File: src/rtl/stim_sequencer.sv
// Coil stimulation sequencer: prioritised triggers drive one active-low coil pulse, then cooldown.
// Optional macro STIM_PENDING_EN latches SW/RFID/flame triggers seen while busy.
module stim_sequencer #(
  parameter int unsigned      N_CH      = 5,
  parameter int unsigned      LEN_W     = 10,
  parameter logic [LEN_W-1:0] PULSE_LEN = 10'd3,
  parameter logic [LEN_W-1:0] COOLDOWN  = 10'd2,
  parameter int unsigned      FLAME_CH  = 2,
  localparam int unsigned     CH_W      = (N_CH > 1) ? $clog2(N_CH) : 1
) (
  input  logic             clk,
  input  logic             reset,
  input  logic [N_CH-1:0]  sw,
  input  logic             rfid_valid,
  input  logic [N_CH-1:0]  rfid_ch,
  input  logic             flame,
  input  logic             req_valid,
  input  logic [CH_W-1:0]  req_ch,
  input  logic [LEN_W-1:0] req_len,
  output logic             req_ready,
  output logic [N_CH-1:0]  coil,
  output logic             busy,
  output logic [CH_W-1:0]  active_ch,
  output logic [1:0]       state
);

  typedef enum logic [1:0] {StIdle = 2'd0, StPulse = 2'd1, StCool = 2'd2} state_e;

  localparam logic [LEN_W-1:0] DefLen = (PULSE_LEN == '0) ? LEN_W'(1) : PULSE_LEN;

  state_e           state_q, state_d;
  logic [LEN_W-1:0] cnt_q, cnt_d, len_q, len_d;
  logic [CH_W-1:0]  ch_q, ch_d;
  logic [N_CH-1:0]  coil_q, coil_d;
  logic             busy_q;
  logic [1:0]       flame_hist_q;
  logic             flame_trig;
  logic             rfid_hit;
  logic             start;
  logic [CH_W-1:0]  start_ch;
  logic [LEN_W-1:0] start_len;

  function automatic logic [CH_W-1:0] low_idx(input logic [N_CH-1:0] v);
    low_idx = '0;
    for (int i = int'(N_CH) - 1; i >= 0; i--) begin
      if (v[i]) low_idx = CH_W'(i);
    end
  endfunction

  assign flame_trig = &flame_hist_q;
  assign rfid_hit   = rfid_valid && (|rfid_ch);

`ifdef STIM_PENDING_EN
  logic [N_CH-1:0] pend_q, pend_d;
  logic [N_CH-1:0] trig_vec;

  always_comb begin
    trig_vec = sw;
    if (rfid_hit)   trig_vec[low_idx(rfid_ch)] = 1'b1;
    if (flame_trig) trig_vec[FLAME_CH] = 1'b1;
  end
`endif

  always_comb begin
    state_d   = state_q;
    cnt_d     = cnt_q;
    len_d     = len_q;
    ch_d      = ch_q;
    start     = 1'b0;
    start_ch  = '0;
    start_len = DefLen;
`ifdef STIM_PENDING_EN
    pend_d    = pend_q;
`endif

    unique case (state_q)
      StIdle: begin
        if (req_valid) begin
          // Out-of-range channel: handshake completes, nothing fires.
          if (int'(req_ch) < N_CH) begin
            start     = 1'b1;
            start_ch  = req_ch;
            start_len = (req_len == '0) ? LEN_W'(1) : req_len;
          end
        end else if (flame_trig) begin
          start    = 1'b1;
          start_ch = CH_W'(FLAME_CH);
`ifdef STIM_PENDING_EN
        end else if (|pend_q) begin
          start    = 1'b1;
          start_ch = low_idx(pend_q);
          pend_d[low_idx(pend_q)] = 1'b0;
`endif
        end else if (rfid_hit) begin
          start    = 1'b1;
          start_ch = low_idx(rfid_ch);
        end else if (|sw) begin
          start    = 1'b1;
          start_ch = low_idx(sw);
        end
      end
      StPulse: begin
        if (cnt_q == len_q - 1'b1) begin
          cnt_d   = '0;
          state_d = (COOLDOWN == '0) ? StIdle : StCool;
        end else begin
          cnt_d = cnt_q + 1'b1;
        end
      end
      StCool: begin
        if (cnt_q == LEN_W'(COOLDOWN - 1'b1)) begin
          cnt_d   = '0;
          state_d = StIdle;
        end else begin
          cnt_d = cnt_q + 1'b1;
        end
      end
      default: state_d = StIdle;
    endcase

    if (start) begin
      state_d = StPulse;
      cnt_d   = '0;
      len_d   = start_len;
      ch_d    = start_ch;
    end

`ifdef STIM_PENDING_EN
    if (state_q != StIdle) pend_d = pend_d | trig_vec;
`endif

    coil_d = '1;
    if (state_d == StPulse) coil_d[ch_d] = 1'b0;
  end

  always_ff @(posedge clk) begin
    if (reset) begin
      state_q      <= StIdle;
      cnt_q        <= '0;
      len_q        <= DefLen;
      ch_q         <= '0;
      coil_q       <= '1;
      busy_q       <= 1'b0;
      flame_hist_q <= '0;
`ifdef STIM_PENDING_EN
      pend_q       <= '0;
`endif
    end else begin
      state_q      <= state_d;
      cnt_q        <= cnt_d;
      len_q        <= len_d;
      ch_q         <= ch_d;
      coil_q       <= coil_d;
      busy_q       <= (state_d != StIdle);
      flame_hist_q <= {flame_hist_q[0], flame};
`ifdef STIM_PENDING_EN
      pend_q       <= pend_d;
`endif
    end
  end

  assign req_ready = (state_q == StIdle) && !reset;
  assign coil      = coil_q;
  assign busy      = busy_q;
  assign active_ch = ch_q;
  assign state     = state_q;

endmodule
File: config.mk
export PLATFORM = sky130hd
export DESIGN_NAME = stim_sequencer
export DESIGN_NICKNAME = d
export VERILOG_FILES = /design/src/rtl/stim_sequencer.sv
export SDC_FILE = /design/constraint.sdc
export NUM_CORES = 1
export LEC_CHECK = 0
export ABC_AREA = 1
export CAP_MARGIN = 20
export CORE_ASPECT_RATIO = 1.75
export CORE_MARGIN = 8
export CORE_UTILIZATION = 40
export DETAILED_ROUTE_END_ITERATION = 16
export GPL_ROUTABILITY_DRIVEN = 0
export SKIP_CTS_REPAIR_TIMING = 1
export SLEW_MARGIN = 20
export SYNTH_ARGS = -nofsm -noshare
export SYNTH_HDL_FRONTEND = slang
export SYNTH_SLANG_ARGS = --single-unit
File: constraint.sdc
create_clock -name clk -period 4.1 [get_ports clk]
set_clock_uncertainty 0.15 [all_clocks]
set_input_delay 0.41 -clock clk [delete_from_list [all_inputs] [get_ports clk]]
set_output_delay 0.41 -clock clk [all_outputs]
set_load 0.1 [all_outputs]
======== Yosys cells after proc, flatten, opt, wreduce, memory -nomap -nowiden ========
Index checks and enable logic that the tools add are counted.
word-level totals
  bits in registers ....................... 33
  bits of input ports ..................... 28
  output and inout port bits .............. 12
operators by class
  $add $sub $neg .......................... 2
  $lt $le $gt $ge ......................... 3
  equal/unequal tests ..................... 5
  mux-type cells .......................... 36
  bitwise gates (word level) .............. 2
  reductions and logical operators ........ 13
operator list
  operator                                                           count
  2-to-1 mux 10 bit                                                  6
  2-to-1 mux 3 bit                                                   17
  one-hot mux 10 bit (2 select lines)                                1
  adder 10 x 1 -> 10 bit, second input constant                      1
  equality test 10 x 1 -> 1 bit, second input constant               1
  equality test 10 bit                                               1
  zero test 10 bit                                                   1
  OR reduction 5 bit                                                 2
  subtractor 10 x 1 -> 10 bit, second input constant                 1
  2-to-1 mux 1 bit                                                   7
  2-to-1 mux 2 bit                                                   3
  one-hot mux 2 bit (3 select lines)                                 1
  inverter 5 bit                                                     1
  equality test 2 x 1 -> 1 bit, second input constant                2
  less-than comparator 3 x 4 -> 1 bit, second input constant         1
  nonzero test 2 bit                                                 2
  OR reduction 2 bit                                                 2
  demux 1 bit (select 3 bit)                                         1
  greater-or-equal comparator 3 x 1 -> 1 bit, second input constant  1
  logical AND 1 bit                                                  3
  less-than comparator 3 bit, second input constant                  1
  equality test 2 bit, second input constant                         1
  zero test 2 bit                                                    1
  AND reduction 2 bit                                                1
  other kinds (2)                                                    2

======== Logic depth before layout (Yosys ltp) ========
  word-level depth ........................ 16
  depth in mapped cells ................... 14

======== Worst setup path before layout ========
Ideal clock, no wire load.
  kind .................................... reg-to-output
  start point ............................. register state_q[1], in the netlist state[1]
  end point ............................... output port req_ready
  arrival time ............................ 2.432 ns
  required time ........................... 3.540 ns
  setup slack ............................. 1.108 ns
  cell stages (with the launch flop) ...... 5
  path buffers ............................ 0
  path through ............................ dfxtp_1 > inv_1 > ha_1 > inv_1 > nor2_1
on the way
  word-level cells in the longest chain between the ends .. 2
RTL lines
  what                    RTL line  source
  from (decl)             31        state_e state_q, state_d;
  from (signal assigned)  138       state_q <= StIdle;
  from (signal assigned)  149       state_q <= state_d;
  zero test 2 bit         162       assign req_ready = (state_q == StIdle) && !reset;
  logical AND 1 bit       162
  to (decl)               20        output logic req_ready,
No other way between the ends.

======== Worst setup path after layout ========
  start point ............................. register state_q[0], in the netlist state[0]
  end point ............................... output port state[0]
RTL lines
  what       RTL line  source
  to (decl)  24        output logic [1:0] state
No word-level cell between the ends.

==> flow_summary.toml <==
[outcome]
run_status = "finished clean"

[worst_setup_path]
crit_path_top_delay_cell = "clkdlybuf4s50_1"
crit_path_start_kind = "flop"
crit_family = "buffers and inverters"
worstPathCellList = "clkdlybuf4s50_1"
critPathMaxFanout = 4
cpPeakStageDelay_ns = 1.16
cp_num_buf_inv = 1
crit_type = "reg2out"
crit_required_ns = 3.54
cp.arrival_ns = 1.82
crit_path_end_kind = "output pin"

[clock_network]
clkTransAtPathRegs_ns = 0.07
cts_htree_levels = 2
clock_sinks = 33
clock_latency_ns = 0.28
clk_path_buf_depth = 2
cts_tree = "done"
root_buffer = "clkbuf_8"
cts-buffers-inserted = 5

[power]
powerDensity_nw_per_um2 = 353
p_leak_nw = 1.21
vdd_drop_max_mv = 0.215

[finish]
nFillCells = 608
final_cell_mix = "77 x nand2_1, 43 x nor2_1, 41 x inv_1, 38 x clkdlybuf4s50_1, 33 x dfxtp_1"
num_antenna_cells = 0
fin_nets = 414
area_growth_syn_to_layout_pct = 24.1
drive_gt1_share_pct = 12.6
layout_commonest_cell = "nand2_1"
postLayoutCoreUtil_pct = 50.7

[die]
die_h_um = 115
die_area_sq_um = 8360
rows = 36
die_w_um = 72.6
initial_core_util_pct = 40.8
core-area_sq_um = 5500
ios = 40

[placement]
hpwl_um = 5160
io_buffers = 39

[synthesis]
syn-num-nets = 372
syn_area_per_cell_sq_um = 6.66
synth.distinct_cells = 36
syn_area_sq_um = 2240
yosysWarnings = 0
muxShareOfSynthArea_pct = 0
syn_inst = 337
synth_top_family_by_area = "simple AND/OR/NAND/NOR gates"
yosysSeqAreaShare_pct = 29.4
synth_fa_ha_area_share_pct = 3.90
yosys.area_share.simple_pct = 39.3
synth-compound-area-share_pct = 12.5
ys_ff_latch = 33
synth-xor-area-share_pct = 5.41

[global_routing]
gr-usage-met3_pct = 2.88
grt_use_met1_pct = 12.7
grt_start_max_net_pins = 16
grt_pass1_vias = 2246
grtUsageMet2_pct = 31.9
grt_overflow_total = 0
grt_busiest_layer = "met2"
grtUsageTotal_pct = 15.3
grt_pass1_wl_um = 10000
antenna_found_initial = 0

[sta]
setup_viol = 0
maxSlewHeadroom_pct = 34.2
worstMarginPinSlew_ns = 0.983
max_clock_freq_mhz = 419
rsz0062_at_grt = "false"
finalCritPeriodShare_pct = 58.2
fin_setup_tns_ns = 0
slew_violations = 0
finalHoldViolCount = 0
fin_crit_ns = 2.38

[drt]
drt_wl_total_um = 6070
first_pass_iters = 4
ant_nets = 0
via_count = 2170
first_iter_violations = 68
drc = 0
vias_per_cell = 4.76
post_drt_wl_per_cell_um = 13.3

[flow_run]
cap_violations = 0

[hold_path]
hp-class = "reg2reg"
## report_power, final
group          internal (mW)  leakage [nW]  switching (mW)
combinational          0.110         0.892           0.276
sequential             0.343         0.269          0.0153
clock                  0.118        0.0450           0.120
total                  0.571          1.21           0.412
## cell type report
| class | instances | area, sq um | share of cell area, % |
|---|---|---|---|
| clock buffer | 6 | 72.6 | 2.61 |
| clock inverter | 2 | 10.0 | 0.360 |
| inverter | 49 | 186 | 6.70 |
| multi-input combinational | 251 | 1370 | 49.3 |
| sequential | 33 | 661 | 23.7 |
| tap | 76 | 95.1 | 3.42 |
| timing repair buffer | 39 | 388 | 13.9 |
## flip-flops by register name, indices dropped and copies added (netlist names)
| signal | flops |
|---|---|
| active_ch | 3 |
| state | 2 |
| cnt_q | 10 |
| flame_hist_q | 2 |
| len_q | 10 |
| busy | 1 |
| coil | 5 |
## synthesized netlist by cell type (all sizes together)
library cell | count | area [sq um]
nand2 | 84 | 343
nor2 | 53 | 244
inv | 48 | 183
nand3 | 37 | 218
dfxtp | 33 | 661
o21ai | 19 | 106
a21oi | 17 | 104
xor2 | 12 | 113
ha | 7 | 87.6
nor3 | 7 | 45.0
buf | 3 | 21.3
nand4 | 3 | 18.8
a31oi | 2 | 12.5
a32o | 2 | 20.0
nor4 | 2 | 12.5
o21bai | 2 | 15.0
a32oi | 1 | 8.76
clkbuf | 1 | 3.75
clkinv | 1 | 3.75
o21a | 1 | 7.51
o31ai | 1 | 7.51
xnor2 | 1 | 8.76
## cells by family (layout without fill, tap and decap cells)
kind of cell | count (synthesis) | after routing
buffers and inverters | 53 | 96
AND/OR/NAND/NOR | 186 | 186
XOR/XNOR | 13 | 13
flip-flops | 33 | 33
AO/OA/AOI/OAI | 45 | 45
adder cells (fa/ha/maj) | 7 | 7
## metrics by stage
stage               instances  area [sq um]  setup slack (ns)  hold WS, ns  power [mW]
floorplan                 337          2240              1.11        0.253       0.647
global placement          448          2700              1.81        0.260       0.754
detailed placement        448          2700              1.79        0.264       0.755
CTS                       456          2780              1.69        0.275       0.996
global route              456          2780              1.65        0.298        1.03
finish                    456          2780              1.72        0.271       0.983
## layer usage
metal | routed length (um) | vias to the layer above
met5 | 0 | -
met4 | 174 | 0
met3 | 262 | 11
met2 | 3480 | 52
met1 | 2160 | 944
li1 | - | 1163
## worst paths after layout
| path | start | endpoint | slack [ns] | cells past startpoint |
|---|---|---|---|---|
| max | state[0] | state[0] | 1.72 | 1 |
| max reg2reg | len_q[0] | cnt_q[3] | 1.89 | 12 |
| min | flame_hist_q[0] | flame_hist_q[1] | 0.27 | 2 |
| min reg2reg | flame_hist_q[0] | flame_hist_q[1] | 0.27 | 2 |
Power figures use the tool's default switching activity.
